## src/rtl/rv_decode_execute_unit.sv

```systemverilog
// rv_decode_execute_unit
//   RV32I decode, control generation, D/E pipeline register and ALU for the
//   in-order 5-stage core. Decode outputs are combinational from instr; the
//   D/E register latches the instruction fields, pc, RF read data and control
//   every cycle; the ALU result is combinational from the D/E register.
//
// Optional feature macro: ALU_MUL_EN (R-type funct7=0000001 -> MUL / MULHU).
//
// Ports:
//   clk, rst        clock, synchronous active-high reset
//   instr, pc       instruction word and its pc
//   rs1_data        RF read data for rs1
//   rs2_data        RF read data for rs2
//   stall           latch control bits as 0 (bubble)
//   rs1, rs2, rd    decode fields (combinational)
//   imm_sel         decode-stage immediate select (combinational)
//   id_reg_write    decode-stage reg_write (combinational)
//   ex_*            D/E-stage outputs; ex_zero == 1 means branch taken
module rv_decode_execute_unit #(
    parameter int unsigned XLEN    = 32,
    parameter int unsigned PC_STEP = 1
) (
    input  logic            clk,
    input  logic            rst,
    input  logic [31:0]     instr,
    input  logic [XLEN-1:0] pc,
    input  logic [XLEN-1:0] rs1_data,
    input  logic [XLEN-1:0] rs2_data,
    input  logic            stall,
    output logic [4:0]      rs1,
    output logic [4:0]      rs2,
    output logic [4:0]      rd,
    output logic [3:0]      imm_sel,
    output logic            id_reg_write,
    output logic [4:0]      ex_rd,
    output logic            ex_reg_write,
    output logic            ex_mem_read,
    output logic            ex_mem_write,
    output logic            ex_mem_to_reg,
    output logic            ex_branch,
    output logic            ex_jump,
    output logic [XLEN-1:0] ex_alu_result,
    output logic            ex_zero,
    output logic [XLEN-1:0] ex_rs2_data,
    output logic [12:0]     ex_b_imm
);

    typedef enum logic [6:0] {
        OPC_R      = 7'b0110011,
        OPC_I      = 7'b0010011,
        OPC_LOAD   = 7'b0000011,
        OPC_STORE  = 7'b0100011,
        OPC_BRANCH = 7'b1100011,
        OPC_JAL    = 7'b1101111,
        OPC_JALR   = 7'b1100111
    } opcode_e;

    typedef struct packed {
        logic       rw;
        logic       mr;
        logic       mw;
        logic       m2r;
        logic       br;
        logic       j;
        logic [3:0] imm_sel;
    } ctl_t;

    function automatic ctl_t decode(input logic [6:0] f7, input logic [2:0] f3,
                                    input logic [6:0] opc);
        ctl_t c;
        c = '0;
        case (opc)
            OPC_R: begin
                if (f7 == 7'b0000000 || f7 == 7'b0100000) c.rw = 1'b1;
`ifdef ALU_MUL_EN
                if (f7 == 7'b0000001) c.rw = 1'b1;
`endif
            end
            OPC_I: begin
                c.rw      = 1'b1;
                c.imm_sel = (f3 == 3'b001 || f3 == 3'b101) ? 4'd2 : 4'd1;
            end
            OPC_LOAD: begin
                c.rw = 1'b1; c.mr = 1'b1; c.m2r = 1'b1; c.imm_sel = 4'd1;
            end
            OPC_STORE: begin
                c.mw = 1'b1; c.imm_sel = 4'd3;
            end
            OPC_BRANCH:        c.br = 1'b1;
            OPC_JAL, OPC_JALR: begin
                c.rw = 1'b1; c.j = 1'b1;
            end
            default: ;
        endcase
        return c;
    endfunction

    function automatic logic [XLEN-1:0] alu_op(input logic [2:0] f3,
                                               input logic [XLEN-1:0] a, input logic [XLEN-1:0] b,
                                               input logic sub, input logic arith);
        logic [XLEN-1:0] r;
        logic [4:0]      sh;
        sh = b[4:0];
        r  = '0;
        case (f3)
            3'b000: r = sub ? a - b : a + b;
            3'b001: r = a << sh;
            3'b010: r = {{(XLEN-1){1'b0}}, $signed(a) < $signed(b)};
            3'b011: r = {{(XLEN-1){1'b0}}, a < b};
            3'b100: r = a ^ b;
            3'b101: begin
                if (arith) r = $signed(a) >>> sh;
                else       r = a >> sh;
            end
            3'b110: r = a | b;
            default: r = a & b;
        endcase
        return r;
    endfunction

    // ---------------- decode stage ----------------
    ctl_t w_id;
    assign w_id         = decode(instr[31:25], instr[14:12], instr[6:0]);
    assign rs1          = instr[19:15];
    assign rs2          = instr[24:20];
    assign rd           = instr[11:7];
    assign imm_sel      = w_id.imm_sel;
    assign id_reg_write = w_id.rw;

    // ---------------- D/E register ----------------
    // The rs1 field is not needed past decode, so only instr[31:20] and
    // instr[14:0] are kept. imm_sel and the ALU-enable (decode rw) are kept
    // unaffected by stall so the result is still formed during a bubble.
    logic [11:0]     r_hi;
    logic [14:0]     r_lo;
    logic [XLEN-1:0] r_pc;
    logic [XLEN-1:0] r_a;
    logic [XLEN-1:0] r_b;
    logic [5:0]      r_ctl;
    logic [3:0]      r_sel;
    logic            r_alu_ok;

    always_ff @(posedge clk) begin
        if (rst) begin
            r_hi     <= '0;
            r_lo     <= '0;
            r_pc     <= '0;
            r_a      <= '0;
            r_b      <= '0;
            r_ctl    <= '0;
            r_sel    <= '0;
            r_alu_ok <= 1'b0;
        end else begin
            r_hi     <= instr[31:20];
            r_lo     <= instr[14:0];
            r_pc     <= pc;
            r_a      <= rs1_data;
            r_b      <= rs2_data;
            r_ctl    <= stall ? 6'b0 : {w_id.rw, w_id.mr, w_id.mw, w_id.m2r, w_id.br, w_id.j};
            r_sel    <= w_id.imm_sel;
            r_alu_ok <= w_id.rw;
        end
    end

    assign {ex_reg_write, ex_mem_read, ex_mem_write, ex_mem_to_reg, ex_branch, ex_jump} = r_ctl;
    assign ex_rd       = r_lo[11:7];
    assign ex_rs2_data = r_b;
    assign ex_b_imm    = {r_hi[11], r_lo[7], r_hi[10:5], r_lo[11:8], 1'b0};

    // ---------------- execute stage ----------------
    logic [6:0]      w_opc;
    logic [2:0]      w_f3;
    logic [6:0]      w_f7;
    logic [11:0]     w_s_imm;
    logic [XLEN-1:0] w_op2;
    logic [XLEN-1:0] w_res;
    logic            w_taken;

    assign w_opc   = r_lo[6:0];
    assign w_f3    = r_lo[14:12];
    assign w_f7    = r_hi[11:5];
    assign w_s_imm = {r_hi[11:5], r_lo[11:7]};

    always_comb begin
        w_op2 = '0;
        case (r_sel)
            4'd0: w_op2 = r_b;
            4'd1: w_op2 = {{(XLEN-12){r_hi[11]}}, r_hi};
            4'd2: w_op2 = {{(XLEN-12){1'b0}}, r_hi};
            4'd3: w_op2 = {{(XLEN-12){w_s_imm[11]}}, w_s_imm};
            default: w_op2 = '0;
        endcase
    end

`ifdef ALU_MUL_EN
    logic [2*XLEN-1:0] w_prod;
    assign w_prod = {{XLEN{1'b0}}, r_a} * {{XLEN{1'b0}}, w_op2};
`endif

    always_comb begin
        w_res   = '0;
        w_taken = 1'b0;
        case (w_opc)
            OPC_R, OPC_I: begin
                // r_alu_ok is low for R-type with an unsupported funct7
                if (r_alu_ok)
                    w_res = alu_op(w_f3, r_a, w_op2, (w_opc == OPC_R) && w_f7[5], w_f7[5]);
`ifdef ALU_MUL_EN
                if (r_alu_ok && w_opc == OPC_R && w_f7 == 7'b0000001) begin
                    case (w_f3)
                        3'b000:  w_res = w_prod[XLEN-1:0];
                        3'b011:  w_res = w_prod[2*XLEN-1:XLEN];
                        default: w_res = '0;
                    endcase
                end
`endif
            end
            OPC_LOAD, OPC_STORE: w_res = r_a + w_op2;
            OPC_BRANCH: begin
                case (w_f3)
                    3'b000:  w_taken = (r_a == r_b);
                    3'b001:  w_taken = (r_a != r_b);
                    3'b100:  w_taken = ($signed(r_a) <  $signed(r_b));
                    3'b101:  w_taken = ($signed(r_a) >= $signed(r_b));
                    3'b110:  w_taken = (r_a <  r_b);
                    3'b111:  w_taken = (r_a >= r_b);
                    default: w_taken = 1'b0;
                endcase
                // inverted so that ex_zero flags a taken branch
                w_res = {{(XLEN-1){1'b0}}, ~w_taken};
            end
            OPC_JAL, OPC_JALR: w_res = r_pc + XLEN'(PC_STEP);
            default: w_res = '0;
        endcase
    end

    assign ex_alu_result = w_res;
    assign ex_zero       = (w_res == '0);

endmodule

```

## config.mk

```make
export PLATFORM = sky130hd
export DESIGN_NAME = rv_decode_execute_unit
export DESIGN_NICKNAME = d
export VERILOG_FILES = /design/src/rtl/rv_decode_execute_unit.sv
export SDC_FILE = /design/constraint.sdc
export NUM_CORES = 1
export LEC_CHECK = 0
export BUFFER_PORTS_ARGS = -buffer_cell sky130_fd_sc_hd__buf_2
export CORE_ASPECT_RATIO = 1.2
export CORE_MARGIN = 2
export CORE_UTILIZATION = 37
export DETAILED_ROUTE_END_ITERATION = 10
export SKIP_CTS_REPAIR_TIMING = 1
export SYNTH_ARGS = -nofsm -noshare
export SYNTH_HDL_FRONTEND = slang
export SYNTH_SLANG_ARGS = --single-unit
```

## constraint.sdc

```tcl
create_clock -name clk -period 8.3 [get_ports clk]
set_clock_uncertainty 0.15 [all_clocks]
set_input_delay 1.245 -clock clk [delete_from_list [all_inputs] [get_ports clk]]
set_output_delay 1.245 -clock clk [all_outputs]
set_load 0.01 [all_outputs]
```

== Word-level counts from Yosys, hierarchy flattened ==
Cells that the tools add are included.

* Reductions and logical operators: 13
* Muxes and demuxes: 16
* Shift-type cells: 3
* Eq/ne operators: 29
* $add $sub $neg: 3
* Bitwise logic cells: 4
* Magnitude comparators: 6

{| class="wikitable"
|+ Operator list
! kind !! number
|-
| $pmux 32 s4 || 2
|-
| $pmux 32 s7 || 1
|-
| $lt 32x32->1 || 4
|-
| $mux 32 || 3
|-
| $ge 32x32->1 || 2
|-
| $eq 7x7->1 const B || 6
|-
| $eq 7x6->1 const B || 5
|-
| $add 32x1->32 const B || 1
|-
| $add 32x32->32 || 1
|-
| $and 32x32->32 || 1
|-
| $eq 32x32->1 || 1
|-
| $logic_not 32->1 || 1
|-
| $ne 32x32->1 || 1
|-
| $or 32x32->32 || 1
|-
| $shl 32x5->32 || 1
|-
| $shr 32x5->32 || 1
|-
| $sshr 32x5->32 || 1
|-
| $sub 32x32->32 || 1
|-
| $xor 32x32->32 || 1
|-
| $eq 3x3->1 const B || 5
|-
| $eq 7x2->1 const B || 2
|-
| $eq 7x5->1 const B || 2
|-
| $reduce_or 2->1 || 5
|-
| $eq 4x2->1 const B || 2
|-
| 15 further kinds || 23
|}

* Register bits: 134
* Logic and storage cells: 82
* Output and inout port bits: 109
* Bits of input ports: 131

== Longest topological paths before layout ==
* Depth in word-level cells: 8
* Mapped depth: 23
* Gate-level depth less buffers: 18

== Worst setup path after synthesis ==
No wires, ideal clock.

* Path kind: reg2out
* From: register r_sel[0]
* To: output port ex_zero
* Slack: 1.204 ns
* Arrival: 5.701 ns
* Stages on the path, launching flop included: 23
* Required time: 6.905 ns
* Path buffers: 6
* Cells stage by stage: dfxtp_1 buf_4 mux2i_1 mux2i_4 inv_2 buf_2 buf_2 buf_2 buf_1 ha_1 clkbuf_1 nor2b_1 o21a_1 o21ai_1 o31ai_1 a41o_1 a311o_1 a311oi_1 xnor2_1 a211o_1 nand4bb_1 or4_1 nor4_2

* Cells in the longest elaborated chain, start to end: 8
* Elaborated cells on any way between the ends: 21
* Classes of those cells: add/sub: 2; order compare: 2; eq/ne: 3; shift: 3; mux: 6; bitwise: 3; reduce/logical: 2

{| class="wikitable"
|+ RTL lines
! what !! line !! source
|-
| start: declaration || 140 || <nowiki>logic [3:0] r_sel;</nowiki>
|-
| start signal: assignment || 160 || <nowiki>r_sel <= w_id.imm_sel;</nowiki>
|-
| $eq 4x2->1 (tied with other cells) || 186 || <nowiki>case (r_sel)</nowiki>
|-
| $pmux 32 s4 (*) || 186 ||
|-
| $add 32x32->32 (tied with other cells) || 106, 218 ||
|-
| $mux 32, on equally long branches || 106, 112 ||
|-
| $pmux 32 s7 || 105 || <nowiki>case (f3)</nowiki>
|-
| $mux 32 || 206 || <nowiki>if (r_alu_ok)</nowiki>
|-
| $pmux 32 s4 (*) || 203 || <nowiki>case (w_opc)</nowiki>
|-
| named net ex_alu_result[26] || 42 || <nowiki>output logic [XLEN-1:0] ex_alu_result,</nowiki>
|-
| $logic_not 32->1 (*) || 238 || <nowiki>assign ex_zero = (w_res == '0);</nowiki>
|-
| end: declaration || 43 || <nowiki>output logic ex_zero,</nowiki>
|}

The timed path passes the listed nets; every way through them passes the cells marked *.

== Final worst setup path ==
* From: register r_sel[0]
* To: output port ex_zero

* Cells in the longest elaborated chain, start to end: 8
* Elaborated cells on any way between the ends: 21
* Classes of those cells: add/sub: 2; order compare: 2; eq/ne: 3; shift: 3; mux: 6; bitwise: 3; reduce/logical: 2

{| class="wikitable"
|+ RTL lines
! what !! line
|-
| $eq 4x2->1 (tied with other cells) || 186
|-
| $pmux 32 s4 (*) || 186
|-
| $add 32x32->32 (tied with other cells) || 106, 218
|-
| $mux 32, on equally long branches || 106, 112
|-
| $pmux 32 s7 || 105
|-
| $mux 32 || 206
|-
| $pmux 32 s4 (*) || 203
|-
| $logic_not 32->1 (*) || 238
|}

Every way passes the cells marked *; elsewhere a longest branch is shown, timed or not.

==> flow_metrics.env <==
export IMPL_start_util_pct=37.4
export IMPL_highest_layer="met5"
export IMPL_crit_type="reg2out"
export IMPL_port_buffers=226
export IMPL_worst_slack_ns=0.202
export IMPL_pwr_share_comb_pct=37.2
export IMPL_dieArea_um2=44800
export IMPL_yosysWarnings=0
export IMPL_yosys_top_cells_area="dfxtp_1, ha_1, mux2i_1"
export IMPL_gr_usage_all_layers_pct=38.5
export IMPL_layout_common_cells="buf_2, nor2_1, a21oi_1"
export IMPL_worst_pin_slew_ns=1.11
export IMPL_endpoint_kind="output pin"
export IMPL_fmax_mhz=123
export IMPL_cts_root_buf="clkbuf_16"
export IMPL_async_flop_share_pct=0
export IMPL_place_inst=2866
export IMPL_n_antenna_cell=0
export IMPL_synth_top_cell_by_area="dfxtp_1"
export IMPL_hold_path_class="in2reg"
export IMPL_placed_area_um2=17500
export IMPL_drt_pass1_iterations=6
export IMPL_finalSetupViolations=0
export IMPL_drive_above_1_share_pct=15.8
export IMPL_hpwlAfterDp_mm=69.7
export IMPL_rsz0062_at_grt="false"
export IMPL_ioPinCount=240
export IMPL_final_util_pct=42.4
export IMPL_num_fill_cells=4545
export IMPL_antenna_left=0
export IMPL_cp_required_ns=6.90
export IMPL_cap_violations=0
export IMPL_hold_viol_final=0
export IMPL_synth_top_cell_area_share_pct=16.4
export IMPL_drc=0
export IMPL_antenna_found_initial=1
export IMPL_drtIter0Drc=2044
export IMPL_p_total_mw=2.38
export IMPL_final_max_slew_viol_count=0
export IMPL_vdd_drop_max_mv=0.161
export IMPL_cts_buffers=17
export IMPL_power_density_nw_per_um2=132
export IMPL_core_area_um2=42700
export IMPL_met2_length_mm=40.2
export IMPL_routed_via_density=6.36
export IMPL_final_setup_tns_ns=0
export IMPL_critical_path_arrival_ns=6.70
export IMPL_cp_start_kind="flip-flop"
export IMPL_die_y_um=231
export IMPL_period_share_pct=97.6
export IMPL_final_cell_area_um2=18100
export IMPL_internal_power_mw=1.39
export IMPL_synth_seq_area_share_pct=16.4
export IMPL_ys_ff_latch=131
export IMPL_cts_tree="yes"
export IMPL_swShare_pct=41.7
export IMPL_layout_cells_non_filler=2898
export IMPL_syn_avg_cell_area_um2=7.28
export IMPL_hold_ws_ns=0.807
export IMPL_crit_fanout=39
export IMPL_p_clk_share_pct=32.9
export IMPL_dr_total_vias=18400
export IMPL_p_switching_mw=0.993
export IMPL_cts_sinks=131
export IMPL_rows=83
export IMPL_synth_edff_count=0
export IMPL_layout_commonest_cell="buf_2"
export IMPL_syn_inst=2190
export IMPL_wl_mm=88.0
export IMPL_routedWlPerCell_um=30.4
export IMPL_status="complete, no violations"
export IMPL_route_met3_wl_mm=6.97
export IMPL_seqPwrFrac_pct=29.9
export IMPL_synth_cell_type_count=82
export IMPL_grt_max_degree=65
export IMPL_min_period_ns=8.10
export IMPL_grt_pass1_vias=17800
export IMPL_cts_max_path_buffers=2
export IMPL_htree_num_levels=4
export IMPL_routedLengthMet1_mm=33.4
export IMPL_pre_cts_ws_ns=0.703
export IMPL_grt_pass1_wl_mm=126
export IMPL_die_x_um=194
export IMPL_gp_congestion=1.04
export IMPL_syn_cell_area_um2=15900
export IMPL_overflow=0
export IMPL_relSlewSlack_pct=26.3
export IMPL_synthFlopType="dfxtp_1"
export IMPL_syn_to_final_growth_pct=13.4
export IMPL_fin_nets=2611
export IMPL_p_leak_nw=7.90
export IMPL_clk_pin_slew_ns=0.08
==> flip-flops by register name, summed over array words and instances (netlist names) <==
register / count
r_hi: 12
r_pc: 32
r_a: 32
r_lo: 15
r_sel: 2
r_ctl: 5
r_alu_ok: 1
ex_rs2_data: 32
==> critical path, stage by stage (launching register included) <==
cell and delay, ns:
dfxtp_1 0.72, mux2i_1 0.45, mux2i_4 0.11, buf_4 0.23, inv_2 0.12, buf_4 0.50
mux2i_1 0.46, mux2i_1 0.23, mux2i_1 0.38, a2111oi_0 0.18, a2111oi_0 0.73, o221ai_1 0.50
nor4b_2 0.47, nand4_1 0.25, or4_1 0.50, nor4_2 0.18, buf_2 0.18
==> area by class of cell <==
class | instances | area, µm² | share of cell area [%]
clock inverters | 15 | 159 | 0.879
repair buffers | 290 | 1610 | 8.93
clock buffers | 17 | 425 | 2.35
flip-flops and latches | 131 | 2620 | 14.5
inverters | 140 | 526 | 2.91
multi-input cells | 1753 | 12000 | 66.6
well taps | 552 | 691 | 3.82
==> Yosys cell counts (8+ instances only) <==
master and n:
o22ai_1 39, nor2_1 194, buf_4 41, o21bai_1 13, o211ai_1 26, a2111oi_0 10, a21o_1 15, o31ai_1 22
clkbuf_1 94, nor2b_1 147, o21ai_1 9, or3_1 15, nand4_1 25, ha_1 145, a22oi_1 29, o311ai_0 12
a21oi_1 177, nand2_1 167, a31oi_1 18, a22o_1 11, mux2_2 8, nand3_1 52, a221oi_1 15, or4_1 9
inv_1 137, o21ai_0 105, nor4_1 14, buf_2 12, nor3_1 60, nand2b_1 16, dfxtp_1 131, xor2_1 27
xnor2_1 53, and2_1 14, o221ai_1 20, mux4_2 12, buf_1 20, and3_1 11, o2111ai_1 8, mux2i_1 111
a211oi_1 32
==> kinds of logic (layout without fill, tap and decap cells) <==
group                      count (synthesis)  after routing  share of synthesized area (%)
AOI/OAI and AO/OA                        637            637                           26.3
xor gates and xnor gates                  80             80                           4.39
adders and majority gates                147            147                           11.6
buffers and inverters                    308            462                           8.36
DFF                                      131            131                           16.4
muxes                                    132            132                           9.37
other                                      1              3                         0.0235
and+or+nand+nor                          754            754                           23.5
==> routing by layer <==
layer  vias to the layer above  GRT usage, %
li1                       8180             -
met1                      8772          44.6
met2                      1147          63.2
met3                       327          7.42
met4                         2          28.6
met5                         -             0
==> path summary, 6_finish.rpt <==
check                           endpoint  depth (start not counted)           startpoint
worst min-delay path  r_a[14]$_SDFF_PP0_                          2         rs1_data[14]
worst max-delay path             ex_zero                         16  r_sel[0]$_SDFF_PP0_
==> power by group through the flow <==
stage	combinational, mW	clock, mW	sequential [mW]
floorplan	0.544	0	0.708
global placement	0.858	0	0.726
detailed placement	0.855	0	0.725
CTS	0.859	0.798	0.711
global route	0.939	0.819	0.715
finish	0.886	0.784	0.712
Power figures use the tool's default switching activity.
